[config.mk]
export PLATFORM = sky130hd
export DESIGN_NAME = expt1_div_unit
export DESIGN_NICKNAME = d
export VERILOG_FILES = /design/src/rtl/expt1_div_unit.sv
export SDC_FILE = /design/constraint.sdc
export NUM_CORES = 1
export LEC_CHECK = 0
export ABC_AREA = 1
export CAP_MARGIN = 20
export CORE_ASPECT_RATIO = 2
export CORE_MARGIN = 5
export CORE_UTILIZATION = 50
export DETAILED_ROUTE_END_ITERATION = 6
export PLACE_DENSITY = 0.71
export SYNTH_ARGS = -nofsm -noshare
export SYNTH_HDL_FRONTEND = slang
export SYNTH_SLANG_ARGS = --single-unit
[constraint.sdc]
create_clock -name clk -period 7.8 [get_ports clk]
set_input_delay 1.56 -clock clk [delete_from_list [all_inputs] [get_ports clk]]
set_output_delay 1.56 -clock clk [all_outputs]
set_load 0.01 [all_outputs]
[src/rtl/expt1_div_unit.sv]
// Multi-cycle DIV/DIVU engine for execute pt1.
// Radix-2 restoring divider, one quotient bit per cycle; result is {hi=remainder, lo=quotient}.
// Holds the instruction in execute pt1 via stall_req_div until the result is ready.
module expt1_div_unit #(
   parameter int DATA_W = 32,
   parameter int CNT_W  = 6
) (
   input  logic              clk,
   input  logic              resetn,
   input  logic              flush,
   input  logic              div_start,
   input  logic              div_signed,
   input  logic [DATA_W-1:0] dividend,
   input  logic [DATA_W-1:0] divisor,
   input  logic              stage_advance,
   output logic              stall_req_div,
   output logic              div_ready,
   output logic [DATA_W-1:0] div_hi,
   output logic [DATA_W-1:0] div_lo
);

   typedef enum logic [1:0] {
      S_IDLE,
      S_BUSY,
      S_DZERO,
      S_DONE
   } state_t;

   state_t            r_state;
   logic [CNT_W-1:0]  r_cnt;
   logic [DATA_W-1:0] r_rem;
   logic [DATA_W-1:0] r_quo;
   logic [DATA_W-1:0] r_dvs;
   logic              r_neg_q;
   logic              r_neg_r;
   logic              r_ready;
   logic [DATA_W-1:0] r_hi;
   logic [DATA_W-1:0] r_lo;

   logic              w_dnd_neg;
   logic              w_dvs_neg;
   logic [DATA_W-1:0] w_dnd_mag;
   logic [DATA_W-1:0] w_dvs_mag;
   logic [DATA_W:0]   w_shift;
   logic [DATA_W:0]   w_trial;
   logic [DATA_W-1:0] w_rem_nxt;
   logic [DATA_W-1:0] w_quo_nxt;
   logic [DATA_W-1:0] w_q_fin;
   logic [DATA_W-1:0] w_r_fin;

   // Operand magnitudes, one restoring step, and sign-corrected final result
   always_comb begin
      w_dnd_neg = div_signed & dividend[DATA_W-1];
      w_dvs_neg = div_signed & divisor[DATA_W-1];
      w_dnd_mag = w_dnd_neg ? -dividend : dividend;
      w_dvs_mag = w_dvs_neg ? -divisor  : divisor;
      // Shifted remainder is DATA_W+1 bits so the trial subtraction cannot overflow;
      // its MSB is then the borrow (trial < 0).
      w_shift   = {r_rem, r_quo[DATA_W-1]};
      w_trial   = w_shift - {1'b0, r_dvs};
      if (!w_trial[DATA_W]) begin
         w_rem_nxt = w_trial[DATA_W-1:0];
         w_quo_nxt = {r_quo[DATA_W-2:0], 1'b1};
      end else begin
         w_rem_nxt = w_shift[DATA_W-1:0];
         w_quo_nxt = {r_quo[DATA_W-2:0], 1'b0};
      end
      w_q_fin = r_neg_q ? -w_quo_nxt : w_quo_nxt;
      w_r_fin = r_neg_r ? -w_rem_nxt : w_rem_nxt;
   end

   // Divider control FSM with registered result and ready
   always_ff @(posedge clk or negedge resetn) begin
      if (!resetn) begin
         r_state <= S_IDLE;
         r_cnt   <= '0;
         r_rem   <= '0;
         r_quo   <= '0;
         r_dvs   <= '0;
         r_neg_q <= 1'b0;
         r_neg_r <= 1'b0;
         r_ready <= 1'b0;
         r_hi    <= '0;
         r_lo    <= '0;
      end else if (flush) begin
         r_state <= S_IDLE;
         r_ready <= 1'b0;
         r_cnt   <= '0;
      end else begin
         case (r_state)
            S_IDLE: begin
               if (div_start) begin
                  if (divisor == '0) begin
                     // quotient register parks the raw dividend for the DZERO cycle
                     r_quo   <= dividend;
                     r_state <= S_DZERO;
                  end else begin
                     r_quo   <= w_dnd_mag;
                     r_dvs   <= w_dvs_mag;
                     r_rem   <= '0;
                     r_neg_q <= w_dnd_neg ^ w_dvs_neg;
                     r_neg_r <= w_dnd_neg;
                     r_cnt   <= '0;
                     r_state <= S_BUSY;
                  end
               end
            end
            S_DZERO: begin
               r_hi    <= r_quo;
               r_lo    <= '1;
               r_ready <= 1'b1;
               r_state <= S_DONE;
            end
            S_BUSY: begin
               r_rem <= w_rem_nxt;
               r_quo <= w_quo_nxt;
               r_cnt <= r_cnt + CNT_W'(1);
               if (r_cnt == CNT_W'(DATA_W - 1)) begin
                  r_hi    <= w_r_fin;
                  r_lo    <= w_q_fin;
                  r_ready <= 1'b1;
                  r_state <= S_DONE;
               end
            end
            S_DONE: begin
               if (stage_advance) begin
                  r_ready <= 1'b0;
                  r_state <= S_IDLE;
               end
            end
            default: r_state <= S_IDLE;
         endcase
      end
   end

   assign stall_req_div = div_start & ~r_ready & ~flush;
   assign div_ready     = r_ready;
   assign div_hi        = r_hi;
   assign div_lo        = r_lo;

endmodule

### Word level (Yosys, flattened, before mapping)

Index checks and enable logic that the tools add are counted.

* order comparisons: 0
* add/subtract/negate cells: 6
* multiplexer cells: 30
* reduce and logical (&&, ||, !) cells: 13
* divide/modulo/power cells: 0
* shift operators: 0
* bitwise operators: 8
* equal/unequal tests: 11
* $mul: 0

Operators by type and width (count)
* $mux 32: 11
* $pmux 32 s2: 4
* $neg 32->32: 4
* $sub 33x32->33: 1
* $logic_not 32->1: 1
* $mux 6: 3
* $reduce_and 3->1: 5
* $ne 3x3->1 const B: 4
* $pmux 6 s2: 1
* $mux 2: 5
* $pmux 2 s4: 1
* $reduce_and 4->1: 2
* $add 6x1->6 const B: 1
* $eq 6x5->1 const B: 1
* $ne 2x2->1 const B: 3
* $and 1x1->1: 4
* $eq 2x2->1 const B: 2
* $mux 1: 4
* $reduce_bool 2->1: 2
* $reduce_bool 4->1: 1
* $not 1->1: 3
* $pmux 1 s3: 1
* $reduce_bool 3->1: 1
* $eq 2x1->1 const B: 1
* 2 further kinds: 2

* logic and storage cells: 78
* bits in registers: 171
* latch bits: 0
* memory bits (read-only): 0
* RAM bits: 0
* output and inout bits: 66
* memories: 0
* input port bits: 70

### Longest topological paths before layout

* word-level depth: 6
* gate-level depth with buffers: 29
* gate-level depth less buffers: 28

### Worst setup path after synthesis

OpenSTA, ideal clock, no wires.

* path type: register -> register
* start: register r_quo[31]
* end: register r_lo[28] (netlist: div_lo[28])
* path buffers: 1
* arrival time: 3785 ps
* stages on the path, launching flop included: 24
* required time: 7721 ps
* period minus slack after synthesis: 3864 ps
* setup slack: 3936 ps
* library setup time: 79 ps
* cells stage by stage: dfrtp_1 inv_1 ha_1 inv_1 fa_1 nand2_1 nand2_1 nand3_1 nand2_1 nand2_1 nand2_2 nand2_4 nand3_2 nand2_4 buf_2 ha_1 nand2_1 nor4_1 nand4_1 o21ai_0 o21ai_0 o21ai_0 inv_1 a2bb2oi_1

* cells in the longest elaborated chain, start to end: 6

Ends and longest elaborated chain
* start, declared: RTL line 32 `logic [DATA_W-1:0] r_quo;`
* start signal, assigned: RTL line 95 `r_quo <= dividend;`
* start signal, assigned: RTL line 98 `r_quo <= w_dnd_mag;`
* start signal, assigned: RTL line 116 `r_quo <= w_quo_nxt;`
* $sub 33x32->33: RTL line 60 `w_trial = w_shift - {1'b0, r_dvs};`
* $mux 1: RTL line 61 `if (!w_trial[DATA_W]) begin`
* $neg 32->32: RTL line 68 `w_q_fin = r_neg_q ? -w_quo_nxt : w_quo_nxt;`
* $mux 32: RTL line 68
* $mux 32: RTL line 118 `if (r_cnt == CNT_W'(DATA_W - 1)) begin`
* $pmux 32 s2: RTL line 90 `case (r_state)`
* end signal, assigned: RTL line 120 `r_lo <= w_q_fin;`
* end, declared: RTL line 38 `logic [DATA_W-1:0] r_lo;`

No other way between the ends. The select of a mux whose other input is x is not followed.
A chain may end at the register's enable or synchronous reset.

### Worst setup path in the final report

* start: register r_state[1]
* end: register r_hi[0] (netlist: div_hi[0])

* cells in the longest elaborated chain, start to end: 3
* elaborated cells between the ends (all ways): 6
* those cells by class: eq/ne (3); mux (1); reduce/logical (2)

Ends and longest elaborated chain
* start, declared: RTL line 29 `state_t r_state;`
* start signal, assigned: RTL line 75 `r_state <= S_IDLE;`
* start signal, assigned: RTL line 86 `r_state <= S_IDLE;`
* start signal, assigned: RTL line 96 `r_state <= S_DZERO;`
* $eq 2x1->1 / $eq 2x2->1 (equally long branches): RTL line 90
* $ne 2x2->1 (no line) / $reduce_bool 2->1 (equally long branches)
* $reduce_and 3->1 (no line)
* end signal, assigned: RTL line 109 `r_hi <= r_quo;`
* end signal, assigned: RTL line 119 `r_hi <= w_r_fin;`
* end, declared: RTL line 37 `logic [DATA_W-1:0] r_hi;`

Several ways; a longest one is shown, not always the timed one.

==> flow_summary.ini <==
[sta]
finalHoldViolCount = 0
rsz0062_at_grt = false
setup_viol = 0
setup_tns_ns = 0
finalCritPeriodShare_pct = 64.7
slew_viol_final = 0
post-route-min-period_ns = 5.05
max_freq_mhz = 198
maxSlewHeadroom_pct = 33.4
worstMarginPinSlew_ns = 1.00
fin_skew_ns = 0.0155

[clocking]
post_cts_buffers = 0
cts_hold_buf = 0
cts_resized = 0
cts_root_buffer = clkbuf_16
htreeDepth = 4
cts_buffers = 17
max-clock-path-buffers = 2
clkTransAtPathRegs_ns = 0.07
cts_sinks = 171
cts_tree = yes
worstSkewPairLatency_ns = 0.46

[synth]
postSynthAreaPerCell_um2 = 6.45
synth_area_leaders = dfrtp_1 31%, nand2_1 18%, inv_1 7.9%
yosys.area.top_type_share_pct = 31.3
synth_top_family_by_area = simple AND/OR/NAND/NOR gates
syn_inst = 2116
ys_warn_count = 0
synthAdderAreaFrac_pct = 3.90
synth-compound-area-share_pct = 16.0
netlist_area_um2 = 13700
yosysMostFrequentCell = nand2_1
synth_top_area_cell = dfrtp_1
ys_ff_latch = 171
yosys.area_share.simple_pct = 33.2
synth_cell_types = 58
synth_edf_count = 0
synth_flop_cell = dfrtp_1
synthArstFlopShare_pct = 100
synth.net_count = 2228
synthMuxAreaShare_pct = 0
seq_area_frac_synth_pct = 31.3
synth.top_cells.by_count = 651 x nand2_1, 288 x inv_1, 194 x nor2_1
synthXorXnorAreaFrac_pct = 4.88

[placed_design]
hpwl_mm = 37.7
portBuffers = 135
gp_congestion = 0.976

[detailed_routing]
drc = 0
drt_pass1_iterations = 5
wirelength_mm = 46.7
via_count = 14100
first_iter_violations = 780
wire_per_inst_um = 18.1
vias_per_cell = 5.45
ant_nets = 0

[global_routing]
antenna_found_initial = 0
track_usage_pct = 30.3
first_global_vias = 14100
grt_max_degree = 100
grt_pass1_wl_mm = 72.9
grt_remaining_overflow = 0

[hold_path]
min_path_type = reg -> reg
min-delay-start = div_hi[20]
hold_depth = 2
min_to = div_hi[20]

[critical_path]
worst_ep_required_time_ns = 8.18
r2r_cells = 13
arrival_ns = 5.43
crit_type = reg -> reg
r2r_slack_ns = 2.75
worstPathMaxFanout = 99
reg2reg_to = div_hi[0]
critPathLaunchType = flip-flop
r2r-start = r_state[1]
end_kind = flip-flop

[finish]
multi_input_area_um2 = 7930
area_growth_pct = 16.1
drive_above_1_share_pct = 4.67
nFillCells = 2688
seqCellArea_um2 = 4280
n_antenna_cell = 0
nNetsFinal = 2328

[floorplanning]
rows = 85
die_y_um = 244
fp.coreArea_um2 = 26900
die_w_um = 127
initial_utilization_pct = 50.7
die_area_um2 = 30900
num_io_pins = 136

[outcome]
status = completed

[run]
drv_cap = 0
## worst max-delay path, stage by stage (launching register included)
cell       delay (ns)
dfrtp_1          0.42
inv_1            0.12
ha_2             0.18
buf_4            0.72
clkinv_1         0.75
a31oi_1          0.47
nor2_1           0.09
nand2_1          0.63
nand2_1          0.11
buf_4            0.31
inv_1            0.53
buf_4            0.38
a21oi_1          0.06
a2bb2oi_1        0.16
## worst max-delay path by stage
stage	startpoint	end	slack, ns
after floorplan	r_quo[31]	div_lo[28]	3.94
after global routing	r_state[1]	div_hi[0]	2.39
after detailed placement	divisor[0]	r_quo[29]	2.79
after global placement	divisor[0]	r_quo[29]	2.86
after CTS	r_state[1]	div_hi[0]	2.81
final	r_state[1]	div_hi[0]	2.75
## placed cells by master (no fill, tap or decap), types with 7 or more instances in the layout
master / count
a21oi_1: 88
a31oi_1: 9
buf_4: 14
clkbuf_16: 17
clkdlybuf4s50_1: 134
dfrtp_1: 171
ha_1: 40
inv_1: 288
nand2_1: 651
nand2_2: 19
nand3_1: 121
nand3b_1: 9
nand4_1: 17
nor2_1: 193
nor2_2: 9
nor3_1: 24
nor4_1: 11
o211ai_1: 14
o21a_1: 7
o21ai_0: 183
o21ai_1: 9
o22ai_1: 31
xnor2_1: 29
xor2_1: 47
## cells by family (layout without fill, tap and decap cells)
family                   Yosys count  count (layout)
AO/OA/AOI/OAI                    384             384
XOR/XNOR                          76              76
adder cells (fa/ha/maj)           42              42
buffers and inverters            367             480
flip-flops                       171             171
AND/OR/NAND/NOR                 1076            1076
## state kept, by name (all words and copies together), names as in the netlist
name	cells
div_hi	32
div_lo	32
r_dvs	32
r_quo	32
r_rem	32
r_cnt	6
r_state	2
div_ready	1
r_neg_q	1
r_neg_r	1
## cell type report
class | count | share of cell area, %
multi-input combinational | 1578 | 50.0
sequential | 171 | 27.0
clock inverter | 15 | 1.26
tap | 348 | 2.75
timing repair buffer | 149 | 9.20
clock buffer | 17 | 2.68
inverter | 299 | 7.08
## routing by layer
layer,vias to the layer above,wire (um),global-route usage [%]
met4,0,4230,23.6
met3,146,1550,3.44
met1,6493,16400,29.8
met5,-,0,0
met2,405,24600,56.1
li1,7008,-,-
## through the flow
| step | cells | util [%] | area, um2 | setup slack [ns] | hold slack, ns |
|---|---|---|---|---|---|
| floorplan | 2116 | - | 13700 | 3.94 | 0.452 |
| global placement | 2544 | 56.5 | 15200 | 2.86 | 0.465 |
| detailed placement | 2544 | 56.5 | 15200 | 2.79 | 0.465 |
| CTS | 2576 | 58.9 | 15800 | 2.81 | 0.483 |
| global route | 2577 | 58.9 | 15800 | 2.39 | 0.496 |
| finish | 2577 | 58.9 | 15800 | 2.75 | 0.482 |
Power is not shown: default switching activity piles up to over one toggle a cycle in this logic, so the estimate is an artifact.
